**src/rtl/inst_encoder_if.sv**
```systemverilog
// inst_encoder_if: request and instruction-word stream channels of the
// instruction encoder. The request channel carries decoded fields with a
// valid/ready handshake. The output channel carries encoded words with their
// target addresses. The slave modport is the encoder side. The master modport
// is the producer/sink side.
interface inst_encoder_if #(
  parameter int ADDR_W = 8
) ();
  // request channel
  logic              in_valid;
  logic              in_ready;
  logic [2:0]        fmt;
  logic [4:0]        rd;
  logic [4:0]        rs1;
  logic [4:0]        rs2;
  logic [2:0]        funct3;
  logic              f7b5;
  logic [31:0]       imm;
  // encoded word channel
  logic              out_valid;
  logic              out_ready;
  logic [31:0]       out_data;
  logic [ADDR_W-1:0] out_addr;

  modport master (
    output in_valid, fmt, rd, rs1, rs2, funct3, f7b5, imm,
    input  in_ready,
    input  out_valid, out_data, out_addr,
    output out_ready
  );

  modport slave (
    input  in_valid, fmt, rd, rs1, rs2, funct3, f7b5, imm,
    output in_ready,
    output out_valid, out_data, out_addr,
    input  out_ready
  );
endinterface

```
**src/rtl/inst_encoder.sv**
```systemverilog
// inst_encoder: packs decoded-field requests into RV32I instruction words and
// streams them, tagged with consecutive wrapping word addresses, to the
// instruction-memory write port. A load is started by a start pulse and covers
// prog_len accepted requests.
// Optional feature macro: IMM_CHECK_EN. When it is defined, immediates are
// range-checked per format. Out-of-range requests are consumed but dropped,
// and they are reported through err/err_cnt. When it is not defined, err and
// err_cnt are tied low.
module inst_encoder #(
  parameter int ADDR_W = 8
) (
  input  logic              clk,
  input  logic              reset,
  input  logic              start,
  input  logic [ADDR_W-1:0] base_addr,
  input  logic [ADDR_W:0]   prog_len,
  inst_encoder_if.slave     bus,
  output logic              busy,
  output logic              done,
  output logic              err,
  output logic [7:0]        err_cnt
);

  typedef enum logic [1:0] {
    ST_IDLE  = 2'd0,
    ST_RUN   = 2'd1,
    ST_DRAIN = 2'd2,
    ST_DONE  = 2'd3
  } state_t;

  localparam logic [ADDR_W:0]   CNT_ONE = {{ADDR_W{1'b0}}, 1'b1};
  localparam logic [ADDR_W-1:0] PTR_ONE = {{(ADDR_W-1){1'b0}}, 1'b1};

  // Packs one request into an RV32I word; unused fields stay zero.
  function automatic logic [31:0] encode_word(
    input logic [2:0]  fmt_i,
    input logic [4:0]  rd_i,
    input logic [4:0]  rs1_i,
    input logic [4:0]  rs2_i,
    input logic [2:0]  f3_i,
    input logic        f7b5_i,
    input logic [31:0] imm_i
  );
    logic [31:0] w;
    case (fmt_i)
      3'd0:    w = {1'b0, f7b5_i, 5'b00000, rs2_i, rs1_i, f3_i, rd_i, 7'b0110011};
      3'd1:    w = {imm_i[11:0], rs1_i, f3_i, rd_i, 7'b0010011};
      3'd2:    w = {imm_i[11:0], rs1_i, f3_i, rd_i, 7'b0000011};
      3'd3:    w = {imm_i[11:5], rs2_i, rs1_i, f3_i, imm_i[4:0], 7'b0100011};
      3'd4:    w = {imm_i[31:12], rd_i, 7'b0110111};
      3'd5:    w = {imm_i[31:12], rd_i, 7'b0010111};
      3'd6:    w = {imm_i[12], imm_i[10:5], rs2_i, rs1_i, f3_i, imm_i[4:1],
                    imm_i[11], 7'b1100011};
      3'd7:    w = {imm_i[20], imm_i[10:1], imm_i[11], imm_i[19:12], rd_i,
                    7'b1101111};
      default: w = 32'h0000_0000;
    endcase
    return w;
  endfunction

`ifdef IMM_CHECK_EN
  // True when the immediate fits the field of the given format without loss.
  function automatic logic imm_in_range(
    input logic [2:0]  fmt_i,
    input logic [31:0] imm_i
  );
    logic ok;
    case (fmt_i)
      3'd1, 3'd2, 3'd3: ok = (&imm_i[31:11]) | ~(|imm_i[31:11]);
      3'd6:             ok = ((&imm_i[31:12]) | ~(|imm_i[31:12])) & ~imm_i[0];
      3'd7:             ok = ((&imm_i[31:20]) | ~(|imm_i[31:20])) & ~imm_i[0];
      3'd4, 3'd5:       ok = ~(|imm_i[11:0]);
      default:          ok = 1'b1;
    endcase
    return ok;
  endfunction
`endif

  state_t            state_r;
  logic [ADDR_W:0]   acc_cnt_r;
  logic [ADDR_W:0]   len_r;
  logic [ADDR_W-1:0] base_r;
  logic [ADDR_W-1:0] wr_ptr_r;
  logic              out_valid_r;
  logic [31:0]       out_data_r;
  logic [ADDR_W-1:0] out_addr_r;

  logic              start_ok_s;
  logic              in_ready_s;
  logic              in_fire_s;
  logic              out_fire_s;
  logic              emit_s;
  logic [31:0]       word_s;
  logic [ADDR_W:0]   acc_nxt_s;

  assign start_ok_s = start && (state_r == ST_IDLE);
  // The single output slot can take a new word when it is empty or being drained this cycle.
  assign in_ready_s = (state_r == ST_RUN) && (acc_cnt_r < len_r) &&
                      (!out_valid_r || bus.out_ready);
  assign in_fire_s  = bus.in_valid && in_ready_s;
  assign out_fire_s = out_valid_r && bus.out_ready;
  assign acc_nxt_s  = acc_cnt_r + CNT_ONE;
  assign word_s     = encode_word(bus.fmt, bus.rd, bus.rs1, bus.rs2, bus.funct3,
                                  bus.f7b5, bus.imm);
`ifdef IMM_CHECK_EN
  assign emit_s     = imm_in_range(bus.fmt, bus.imm);
`else
  assign emit_s     = 1'b1;
`endif

  assign bus.in_ready  = in_ready_s;
  assign bus.out_valid = out_valid_r;
  assign bus.out_data  = out_data_r;
  assign bus.out_addr  = out_addr_r;
  assign busy          = (state_r != ST_IDLE);
  assign done          = (state_r == ST_DONE);

  // Load sequencing: start/length capture, accepted-request counting, drain and done.
  always_ff @(posedge clk) begin
    if (reset) begin
      state_r   <= ST_IDLE;
      acc_cnt_r <= {(ADDR_W+1){1'b0}};
      len_r     <= {(ADDR_W+1){1'b0}};
      base_r    <= {ADDR_W{1'b0}};
    end else begin
      case (state_r)
        ST_IDLE: begin
          if (start) begin
            base_r    <= base_addr;
            len_r     <= prog_len;
            acc_cnt_r <= {(ADDR_W+1){1'b0}};
            state_r   <= (prog_len == {(ADDR_W+1){1'b0}}) ? ST_DONE : ST_RUN;
          end
        end
        ST_RUN: begin
          if (in_fire_s) begin
            acc_cnt_r <= acc_nxt_s;
            if (acc_nxt_s == len_r) begin
              state_r <= ST_DRAIN;
            end
          end
        end
        // Leave as soon as the slot empties, so done follows the last output handshake directly.
        ST_DRAIN: begin
          if (!out_valid_r || out_fire_s) begin
            state_r <= ST_DONE;
          end
        end
        ST_DONE: state_r <= ST_IDLE;
        default: state_r <= ST_IDLE;
      endcase
    end
  end

  // One-entry output slot and write pointer; a new word may replace one leaving the same cycle.
  always_ff @(posedge clk) begin
    if (reset) begin
      wr_ptr_r    <= {ADDR_W{1'b0}};
      out_valid_r <= 1'b0;
      out_data_r  <= 32'h0000_0000;
      out_addr_r  <= {ADDR_W{1'b0}};
    end else begin
      if (start_ok_s) begin
        wr_ptr_r <= {ADDR_W{1'b0}};
      end
      if (in_fire_s && emit_s) begin
        out_valid_r <= 1'b1;
        out_data_r  <= word_s;
        out_addr_r  <= base_r + wr_ptr_r;
        wr_ptr_r    <= wr_ptr_r + PTR_ONE;
      end else if (out_fire_s) begin
        out_valid_r <= 1'b0;
      end
    end
  end

`ifdef IMM_CHECK_EN
  logic       err_r;
  logic [7:0] err_cnt_r;

  // Sticky range error flag and saturating drop counter, cleared by an accepted start.
  always_ff @(posedge clk) begin
    if (reset) begin
      err_r     <= 1'b0;
      err_cnt_r <= 8'h00;
    end else if (start_ok_s) begin
      err_r     <= 1'b0;
      err_cnt_r <= 8'h00;
    end else if (in_fire_s && !emit_s) begin
      err_r <= 1'b1;
      if (err_cnt_r != 8'hFF) begin
        err_cnt_r <= err_cnt_r + 8'h01;
      end
    end
  end

  assign err     = err_r;
  assign err_cnt = err_cnt_r;
`else
  assign err     = 1'b0;
  assign err_cnt = 8'h00;
`endif

endmodule

```
**src/flat_wrapper.sv**
```systemverilog
// flat-port wrapper written by rule: the top's interface ports become plain ports
module inst_encoder_flat 
#(
  parameter int ADDR_W = 8
)
  (clk, reset, start, base_addr, prog_len, busy, done, err, err_cnt, bus_in_valid, bus_fmt, bus_rd, bus_rs1, bus_rs2, bus_funct3, bus_f7b5, bus_imm, bus_in_ready, bus_out_valid, bus_out_data, bus_out_addr, bus_out_ready);
  inst_encoder_if #(.ADDR_W(ADDR_W)) bus_i ();
  input  logic clk;
  input  logic reset;
  input  logic start;
  input  logic [ADDR_W-1:0] base_addr;
  input  logic [ADDR_W:0] prog_len;
  output logic busy;
  output logic done;
  output logic err;
  output logic [7:0] err_cnt;
  input wire logic [$bits(bus_i.in_valid)-1:0] bus_in_valid;
  input wire logic [$bits(bus_i.fmt)-1:0] bus_fmt;
  input wire logic [$bits(bus_i.rd)-1:0] bus_rd;
  input wire logic [$bits(bus_i.rs1)-1:0] bus_rs1;
  input wire logic [$bits(bus_i.rs2)-1:0] bus_rs2;
  input wire logic [$bits(bus_i.funct3)-1:0] bus_funct3;
  input wire logic [$bits(bus_i.f7b5)-1:0] bus_f7b5;
  input wire logic [$bits(bus_i.imm)-1:0] bus_imm;
  output wire logic [$bits(bus_i.in_ready)-1:0] bus_in_ready;
  output wire logic [$bits(bus_i.out_valid)-1:0] bus_out_valid;
  output wire logic [$bits(bus_i.out_data)-1:0] bus_out_data;
  output wire logic [$bits(bus_i.out_addr)-1:0] bus_out_addr;
  input wire logic [$bits(bus_i.out_ready)-1:0] bus_out_ready;
  assign bus_i.in_valid = bus_in_valid;
  assign bus_i.fmt = bus_fmt;
  assign bus_i.rd = bus_rd;
  assign bus_i.rs1 = bus_rs1;
  assign bus_i.rs2 = bus_rs2;
  assign bus_i.funct3 = bus_funct3;
  assign bus_i.f7b5 = bus_f7b5;
  assign bus_i.imm = bus_imm;
  assign bus_in_ready = bus_i.in_ready;
  assign bus_out_valid = bus_i.out_valid;
  assign bus_out_data = bus_i.out_data;
  assign bus_out_addr = bus_i.out_addr;
  assign bus_i.out_ready = bus_out_ready;
  inst_encoder #(.ADDR_W(ADDR_W)) u_core (.clk(clk), .reset(reset), .start(start), .base_addr(base_addr), .prog_len(prog_len), .bus(bus_i), .busy(busy), .done(done), .err(err), .err_cnt(err_cnt));
endmodule
```
**config.mk**
```make
export PLATFORM = sky130hd
export DESIGN_NAME = inst_encoder_flat
export DESIGN_NICKNAME = d
export VERILOG_FILES = /design/src/rtl/inst_encoder_if.sv /design/src/rtl/inst_encoder.sv /design/src/flat_wrapper.sv
export SDC_FILE = /design/constraint.sdc
export NUM_CORES = 1
export LEC_CHECK = 0
export CORE_ASPECT_RATIO = 1.75
export CORE_MARGIN = 2
export CORE_UTILIZATION = 45
export DETAILED_ROUTE_END_ITERATION = 16
export GPL_TIMING_DRIVEN = 0
export PLACE_DENSITY = 0.76
export REMOVE_ABC_BUFFERS = 1
export SLEW_MARGIN = 20
export SYNTH_ARGS = -nofsm -noshare
export SYNTH_HDL_FRONTEND = slang
export SYNTH_SLANG_ARGS = --single-unit
export TNS_END_PERCENT = 30
```
**constraint.sdc**
```tcl
create_clock -name clk -period 3 [get_ports clk]
set_input_delay 0.3 -clock clk [delete_from_list [all_inputs] [get_ports clk]]
set_output_delay 0.3 -clock clk [all_outputs]
set_load 0.01 [all_outputs]
```
### Word level (Yosys, flattened, before mapping)

Index checks and enable logic that the tools add are counted.

| storage, ports and cells | value |
|---|---|
| bits in registers | 77 |
| input port bits | 76 |
| output and inout port bits | 53 |
| word-level logic and storage cells | 59 |

| cells by class | value |
|---|---|
| $add $sub $neg | 3 |
| $lt $le $gt $ge | 1 |
| equality and inequality tests | 15 |
| mux-type cells | 14 |
| reduce and logical (&&, ||, !) cells | 18 |

Operators by type and width:

| operator | count |
|---|---|
| 32-bit case mux with 8 select lines | 1 |
| 9-bit two-way mux | 2 |
| 9-bit case mux with 2 select lines | 1 |
| 8-bit two-way mux | 2 |
| 3-bit equality test, second input constant | 4 |
| 2-bit two-way mux | 5 |
| 9-bit by 1-bit adder with 9-bit output, second input constant | 1 |
| 9-bit equality test | 1 |
| 9-bit logical NOT | 1 |
| 9-bit less-than comparator | 1 |
| 8-bit by 1-bit adder with 8-bit output, second input constant | 1 |
| 8-bit adder | 1 |
| 2-bit case mux with 4 select lines | 1 |
| 2-bit nonzero test | 4 |
| 3-bit by 2-bit equality test with 1-bit output, second input constant | 2 |
| 1-bit logical AND | 5 |
| 2-bit equality test, second input constant | 2 |
| 2-bit by 1-bit != test with 1-bit output, second input constant | 2 |
| 2-bit != test, second input constant | 2 |
| 4-bit AND reduction | 1 |
| 3-bit by 1-bit equality test with 1-bit output, second input constant | 1 |
| 3-bit logical NOT | 1 |
| 3-bit AND reduction | 1 |
| 2-bit by 1-bit equality test with 1-bit output, second input constant | 1 |
| other kinds (5) | 7 |

### Longest topological paths before layout

Gate-level depths: netlist of the first run.

| logic depth | value |
|---|---|
| depth in word-level cells | 6 |
| mapped depth | 10 |
| gate-level depth less buffers | 9 |

### Worst setup path before layout of the first run

No wires, ideal clock.

| timing path | value |
|---|---|
| path kind | reg-to-reg |
| start | register u_core.len_r[8] |
| end | register u_core.out_data_r[27] (netlist: u_core.bus.out_data[27]) |
| arrival time | 1.939 ns |
| setup slack | 0.928 ns |
| stages on the path, launching flop included | 9 |
| path buffers | 1 |
| clock period less this slack | 2.072 ns |
| cells stage by stage | dfxtp_1 inv_1 ha_1 a2111oi_4 and2_1 nand2_1 clkbuf_1 a221oi_1 nor3_1 |

| between the ends | value |
|---|---|
| cells in the longest elaborated chain, start to end | 4 |

Ends and longest elaborated chain:

| element | RTL line | text |
|---|---|---|
| start: declaration | inst_encoder.sv:81 | `logic [ADDR_W:0] len_r;` |
| start signal: assignment | inst_encoder.sv:123 | `len_r <= {(ADDR_W+1){1'b0}};` |
| start signal: assignment | inst_encoder.sv:130 | `len_r <= prog_len;` |
| 9-bit less-than comparator | inst_encoder.sv:98 | `assign in_ready_s = (state_r == ST_RUN) && (acc_cnt_r < len_r) &&` |
| 1-bit logical AND (2 in a row) | inst_encoder.sv:98 |  |
| 1-bit logical AND | inst_encoder.sv:100 | `assign in_fire_s = bus.in_valid && in_ready_s;` |
| end signal: assignment | inst_encoder.sv:168 | `out_data_r <= word_s;` |
| end: declaration | inst_encoder.sv:85 | `logic [31:0] out_data_r;` |

Every way passes these cells.
A chain may end at the register's enable or synchronous reset.

### Worst setup path in the final report of the first run

| timing path | value |
|---|---|
| start | register u_core.acc_cnt_r[4] |
| end | output bus_in_ready |

| between the ends | value |
|---|---|
| cells in the longest elaborated chain, start to end | 3 |

Ends and longest elaborated chain:

| element | RTL line | text |
|---|---|---|
| start: declaration | inst_encoder.sv:80 | `logic [ADDR_W:0] acc_cnt_r;` |
| start signal: assignment | inst_encoder.sv:122 | `acc_cnt_r <= {(ADDR_W+1){1'b0}};` |
| start signal: assignment | inst_encoder.sv:131 | `acc_cnt_r <= {(ADDR_W+1){1'b0}};` |
| start signal: assignment | inst_encoder.sv:137 | `acc_cnt_r <= acc_nxt_s;` |
| 9-bit less-than comparator | inst_encoder.sv:98 |  |
| 1-bit logical AND (2 in a row) | inst_encoder.sv:98 |  |
| end: declaration | flat_wrapper.sv:25 | `output wire logic [$bits(bus_i.in_ready)-1:0] bus_in_ready;` |

Every way passes these cells.

==> run metrics, run 1 <==
outcome finished, final reports clean; maximum vdd drop about 430 uV; Final Slew Violations 0; Syn Area/Cell 8.02 um^2; DRC violations left 0; HP Class primary input to register; Row Count between 40 and 50; Final period util 0.932; CTS Sinks 76; Async SR Flop Fraction 0; pin count of the biggest net entering global routing around 70; sequential area share after synthesis 0.342; starting density of the core 0.458; Post-Route WL 12500 um; H-tree levels 3; min Tclk post-route 2.80 ns; die width about 79 um; All-Layer GR Usage 0.236; HPWL after DPL approximately 9000 um; RSZ-0062 raised after global routing no; top_reg_cell synth dfxtp_1; gr ovfl total 0; area delta synth->final 34.2%; Core ar. just under 10000 um^2; CTS clk-pin slew, worst paths around 0.060 ns; Syn Inst Count 555; worst-margin pin slew ~1.1 ns; Die Ht ~140 um; WL/cell about 16 um; maximum fanout along the worst path 10; number of global-route vias before repair 4406; WP buf/inv 1; global-route wire length before repair between 20000 and 25000 um; Buffers on Ports 119; Cell Chain, Critical Path ha_1 > a211oi_1 > nand2_1 > o21ai_1 > and2_1 > clkdlybuf4s50_1; Slew HR 0.279; slowest CP cell clkdlybuf4s50_1; CP Launch Type register; EDFF count, synth 0; P per Cell Area 655 nW/um^2; # diodes 0; #FFs+latches synth 76; vias roughly 4400; Die ar. approximately 11000 um^2; post-synth cell types 66; Final Core Density 0.614; Leak Pwr 0.00217 uW; initial antenna violation count 0; critical path's top delay family compound AO/OA/AOI/OAI gates; Final Hold Viols 0; Root Buffer clkbuf_16; Pre-antenna DRT Iters 4; layout cell share with drive strength beyond 1 0.0686; worst setup path category register to output port; # Max-Cap Violations 0; final antenna-violating net count 0; Nets 750; fmax 358 MHz; total negative setup slack 0 ns; clock skew between 0.008 and 0.009 ns; io pins roughly 130; Synth Warn # 0; DR vias/cell about 5.6; slowest stage delay, CP between 0.5 and 0.6 ns; gpl congestion roughly 1.0; worst path required time 2.70 ns; Starting DRT DRC Count roughly 210; Critical Path Sink Type output port; clk_lat worst skew 0.34 ns; synthesized cell area between 4000 and 5000 um^2; final setup fails 0; Clock Path Buffers 2; Arrival @ worst endpoint around 2.5 ns; TritonCTS Buffers 9; post-cts hold buffer count 0; CTS tree yes
==> placed cells by master (no fill, tap or decap), types with 3 or more instances in the layout <==
cell,Yosys,routed
nand2_1,83,82
a221oi_1,5,5
a311oi_1,18,18
and3_1,6,6
a21oi_1,52,52
nand4_1,4,4
nand3b_1,7,7
mux2_2,4,4
clkdlybuf4s50_1,0,118
xor2_1,6,6
o211ai_1,5,5
a211oi_1,15,15
xnor2_1,12,12
and2_1,3,3
buf_16,0,3
clkbuf_16,0,9
nor2_1,56,56
nand2b_1,5,5
o21a_1,3,3
dfxtp_1,76,75
conb_1,1,9
o22ai_1,3,3
inv_1,23,23
o21ai_0,14,13
nand3_1,23,23
mux2i_1,4,4
a41oi_1,4,4
ha_1,22,21
nor3_1,18,18
==> cells in the mapped netlist (all sizes together), types with 2 or more instances <==
library cell / instances / share of area
nand2: 84 / 0.072
dfxtp: 76 / 0.34
nor2: 57 / 0.050
a21oi: 52 / 0.058
inv: 24 / 0.020
buf: 23 / 0.034
nand3: 23 / 0.026
ha: 22 / 0.062
clkbuf: 21 / 0.020
a311oi: 19 / 0.039
nor3: 18 / 0.020
a211oi: 16 / 0.028
o21ai: 14 / 0.016
xnor2: 12 / 0.024
and3: 10 / 0.017
nand3b: 7 / 0.012
xor2: 6 / 0.012
a221oi: 5 / 0.0098
nand2b: 5 / 0.0070
o211ai: 5 / 0.0084
a41oi: 4 / 0.0079
mux2: 4 / 0.010
mux2i: 4 / 0.0090
nand4: 4 / 0.0056
a2111oi: 3 / 0.016
a21o: 3 / 0.0053
and2: 3 / 0.0042
nor4: 3 / 0.0076
o21a: 3 / 0.0051
o22ai: 3 / 0.0042
a22oi: 2 / 0.0034
nor2b: 2 / 0.0045
o2111ai: 2 / 0.0079
==> sequential cells by signal, summed over array words and instances, names as in the netlist <==
| signal | cells |
|---|---|
| u_core.state_r | 2 |
| u_core.acc_cnt_r | 9 |
| u_core.wr_ptr_r | 8 |
| u_core.bus.out_addr | 8 |
| u_core.bus.out_data | 31 |
| u_core.base_r | 8 |
| u_core.len_r | 9 |
| u_core.bus.out_valid | 1 |
==> final timing paths <==
path	cells past startpoint	to	slack [ns]	start
setup reg to reg	9	u_core.acc_cnt_r[2]	0.28	u_core.state_r[1]
setup / recovery	6	bus_in_ready	0.20	u_core.acc_cnt_r[4]
hold reg to reg	2	u_core.base_r[3]	0.46	u_core.base_r[3]
hold / removal	2	u_core.len_r[8]	0.25	reset
==> where the power goes <==
group	switching [uW]	internal, uW	total (uW)	leakage [uW]
combinational	864	660	1520	0.00141
clock	436	691	1130	0.000148
sequential	102	1160	1260	0.000618
total	1400	2510	3910	0.00217
==> what timing repair did <==
| action | in CTS | in global routing |
|---|---|---|
| pin swaps | 0 | 1 |
| endpoints found under the setup margin | 3 | 16 |
| setup buffers | 0 | 0 |
| gates cloned | 0 | 0 |
| gates resized for setup | 2 | 2 |
==> per-layer routing <==
metal / vias to the layer above / share of wire / track usage
met1: 2024 / 0.36 / 0.242
li1: 2148 / - / -
met5: - / 0 / 0
met4: 0 / 0.041 / 0.119
met3: 38 / 0.072 / 0.0767
met2: 153 / 0.53 / 0.422
==> per-stage QoR <==
step | power, uW | setup WS, ns | std cells | cell area (um^2) | hold slack [ns]
floorplan | 2130 | 0.265 | 518 | 4230 | 0.365
global placement | 2710 | -0.468 | 762 | 5580 | 0.440
detailed placement | 2800 | -0.118 | 765 | 5660 | 0.449
CTS | 3930 | 0.111 | 781 | 5970 | 0.255
global route | 4140 | 0.0144 | 781 | 5980 | 0.260
finish | 3910 | 0.204 | 781 | 5980 | 0.253
==> cells by family after synthesis <==
| kind of cell | Yosys count | share of synthesized area |
|---|---|---|
| AO/OA/AOI/OAI | 139 | 0.225 |
| XOR/XNOR | 18 | 0.0354 |
| adder cells (fa/ha/maj) | 23 | 0.0663 |
| buffers and inverters | 69 | 0.0770 |
| flip-flops | 76 | 0.342 |
| multiplexers | 8 | 0.0191 |
| other | 1 | 0.000842 |
| AND/OR/NAND/NOR | 221 | 0.235 |
==> area by class of cell <==
type | instances | area [um^2]
repair buffers | 122 | 1270
inverters | 24 | 90.1
clock buffers | 11 | 253
clock inverters | 5 | 58.8
fillers | 902 | 3750
multi-input cells | 418 | 2620
well taps | 125 | 156
flip-flops and latches | 76 | 1520
No activity file was read; power rests on OpenSTA's default activity.
==> run 2, diff against run 1 <==
Settings changed: CAP_MARGIN set to 20, CORE_MARGIN 2 to not set.
==> run metrics, run 2 (same netlist as run 1, synthesis figures left out) <==
outcome finished, final reports clean; # Max-Cap Violations 0 (unchanged); Final period util 0.940 (+0.00772); HPWL after DPL 9210 um (+0.98%); reg2reg start u_core.acc_cnt_r[4]; global-route wire length before repair 20000 um (-1.3%); Slew HR 0.289 (+0.00932); worst-margin pin slew 1.06 ns (-0.0139 ns); H-tree levels 3 (unchanged); flip-flop count of the largest register after layout 31 (unchanged); maximum fanout along the worst path 10 (unchanged); TritonCTS Buffers 9 (unchanged); worst path required time 2.70 ns (about the same); area delta synth->final 33.1%; final setup fails 0 (unchanged); commonest non-fill, non-tap cell in the layout clkdlybuf4s50_1; Placed Instance Area 5640 um^2 (-0.33%); All-Layer GR Usage 0.244 (+0.00804); min Tclk post-route 2.82 ns (+0.0232 ns); Row Count 47 (-2.1%); gr ovfl total 0 (unchanged); Pre-antenna DRT Iters 6 (+2); reg-to-reg critical path endpoint u_core.acc_cnt_r[5]; Die ar. 10300 um^2 (-4.0%); most frequent cells in the layout clkdlybuf4s50_1 (118), nand2_1 (82), dfxtp_1 (76); P per Cell Area 644 nW/um^2 (-1.6%); CTS Sinks 76 (unchanged); CTS tree yes; clk_lat worst skew 0.34 ns (about the same); starting density of the core 0.467 (+0.00974); Critical Path Sink Type output port; R2R cell count 9 (unchanged); Root Buffer clkbuf_16; Filler cells 878 (-2.7%); Core ar. 9530 um^2 (-2.1%); CP Launch Type register; Buffers on Ports 119 (unchanged); initial antenna violation count 0 (unchanged); Leak Pwr 0.00216 uW (-0.74%); WL/cell 16.0 um (about the same); Final Slew Violations 0 (unchanged); worst setup path category register to output port; vias 4370 (+0.16%); Die Ht 134 um (-1.5%); final antenna-violating net count 0 (unchanged); register-to-register setup slack 0.24 ns (-0.04 ns); CTS clk-pin slew, worst paths 0.06 ns (about the same); clock skew 0.00588 ns (-0.00246 ns); final hold slack 0.217 ns (-0.0357 ns); layout cell share with drive strength beyond 1 0.0671 (-0.00152); RSZ-0062 raised after global routing no; Final Hold Viols 0 (unchanged); total negative setup slack 0 ns (unchanged); Starting DRT DRC Count 228 (+11%); io pins 129 (unchanged); die width 77.2 um (-2.5%); CP Launch Point u_core.acc_cnt_r[4]; fmax 355 MHz (-0.82%); pin count of the biggest net entering global routing 72 (+4.3%); Post-Route WL 12400 um (-0.30%); Finished Cell Area 5930 um^2 (-0.80%); DRC violations left 0 (unchanged); DR vias/cell 5.62 (+0.55%); # diodes 0 (unchanged); number of global-route vias before repair 4317 (-2.0%); Critical Path End bus_in_ready; gpl congestion 0.893 (-12%); HP Class primary input to register; Nets 750 (unchanged); Clock Path Buffers 2 (unchanged); Arrival @ worst endpoint 2.52 ns (+0.02 ns); maximum vdd drop 422 uV (-0.84%)
==> run 2: changes by cell type in the layout (fill, tap and decap cells not counted), moves of 2 or more <==
cell      delta
clkinv_4     +2
clkbuf_8     -2
buf_16       -2
buf_12       +2
==> run 2: how the worst min path moves through the flow <==
| stage | slack [ns] | cells after the start | from | end |
|---|---|---|---|---|
| after global placement | 0.44 | 2 | u_core.bus.out_data[5] | u_core.bus.out_data[5] |
| after detailed placement | 0.45 | 2 | u_core.bus.out_data[3] | u_core.bus.out_data[3] |
| after global routing | 0.22 | 2 | reset | u_core.bus.out_addr[0] |
| after CTS | 0.21 | 2 | reset | u_core.bus.out_addr[0] |
| final | 0.22 | 2 | reset | u_core.bus.out_addr[0] |
| after floorplan | 0.36 | 1 | reset | u_core.acc_cnt_r[3] |
==> run 2: power breakdown <==
part / internal (uW) / switching [uW] / leakage [uW] / total [uW]
sequential: 1160 / 107 / 0.000618 / 1270
combinational: 651 / 861 / 0.00140 / 1510
clock: 573 / 467 / 0.000138 / 1040
==> run 2: area by class of cell <==
| cell class | instances | area (um^2) | area share |
|---|---|---|---|
| multi-input cells | 418 | 2620 | 0.443 |
| inverters | 24 | 90.1 | 0.0152 |
| repair buffers | 122 | 1260 | 0.212 |
| well taps | 122 | 153 | 0.0257 |
| clock buffers | 9 | 225 | 0.0380 |
| clock inverters | 7 | 58.8 | 0.00992 |
| flip-flops and latches | 76 | 1520 | 0.257 |
==> run 2: timing repair <==
action,in CTS,in global routing
buffers inserted,0,0
hold buffers,0,0
resized for setup,1,2
pin swaps,0,0
endpoints found under the setup margin,2,3
==> run 2: through the flow <==
stage	setup WS, ns	power, uW	utilization	std cells
floorplan	0.265	2130	-	518
global placement	-0.509	2720	0.585	759
detailed placement	-0.0313	2790	0.592	762
CTS	0.0794	3840	0.622	778
global route	0.0306	4030	0.622	778
finish	0.181	3820	0.622	778
==> run 2: metal layers <==
| layer | vias up | wire length [um] | GRT usage |
|---|---|---|---|
| met2 | 167 | 6620 | 0.453 |
| met5 | - | 0 | 0 |
| met4 | 0 | 370 | 0.118 |
| li1 | 2149 | - | - |
| met1 | 2024 | 4530 | 0.246 |
| met3 | 30 | 915 | 0.0658 |
==> run 2: worst max-delay path: stages (launching register included) <==
cell             delay [ns]
dfxtp_1                0.54
ha_1                   0.32
a211oi_1               0.24
nand2_1                0.11
o21ai_1                0.26
and2_1                 0.18
clkdlybuf4s50_1        0.54
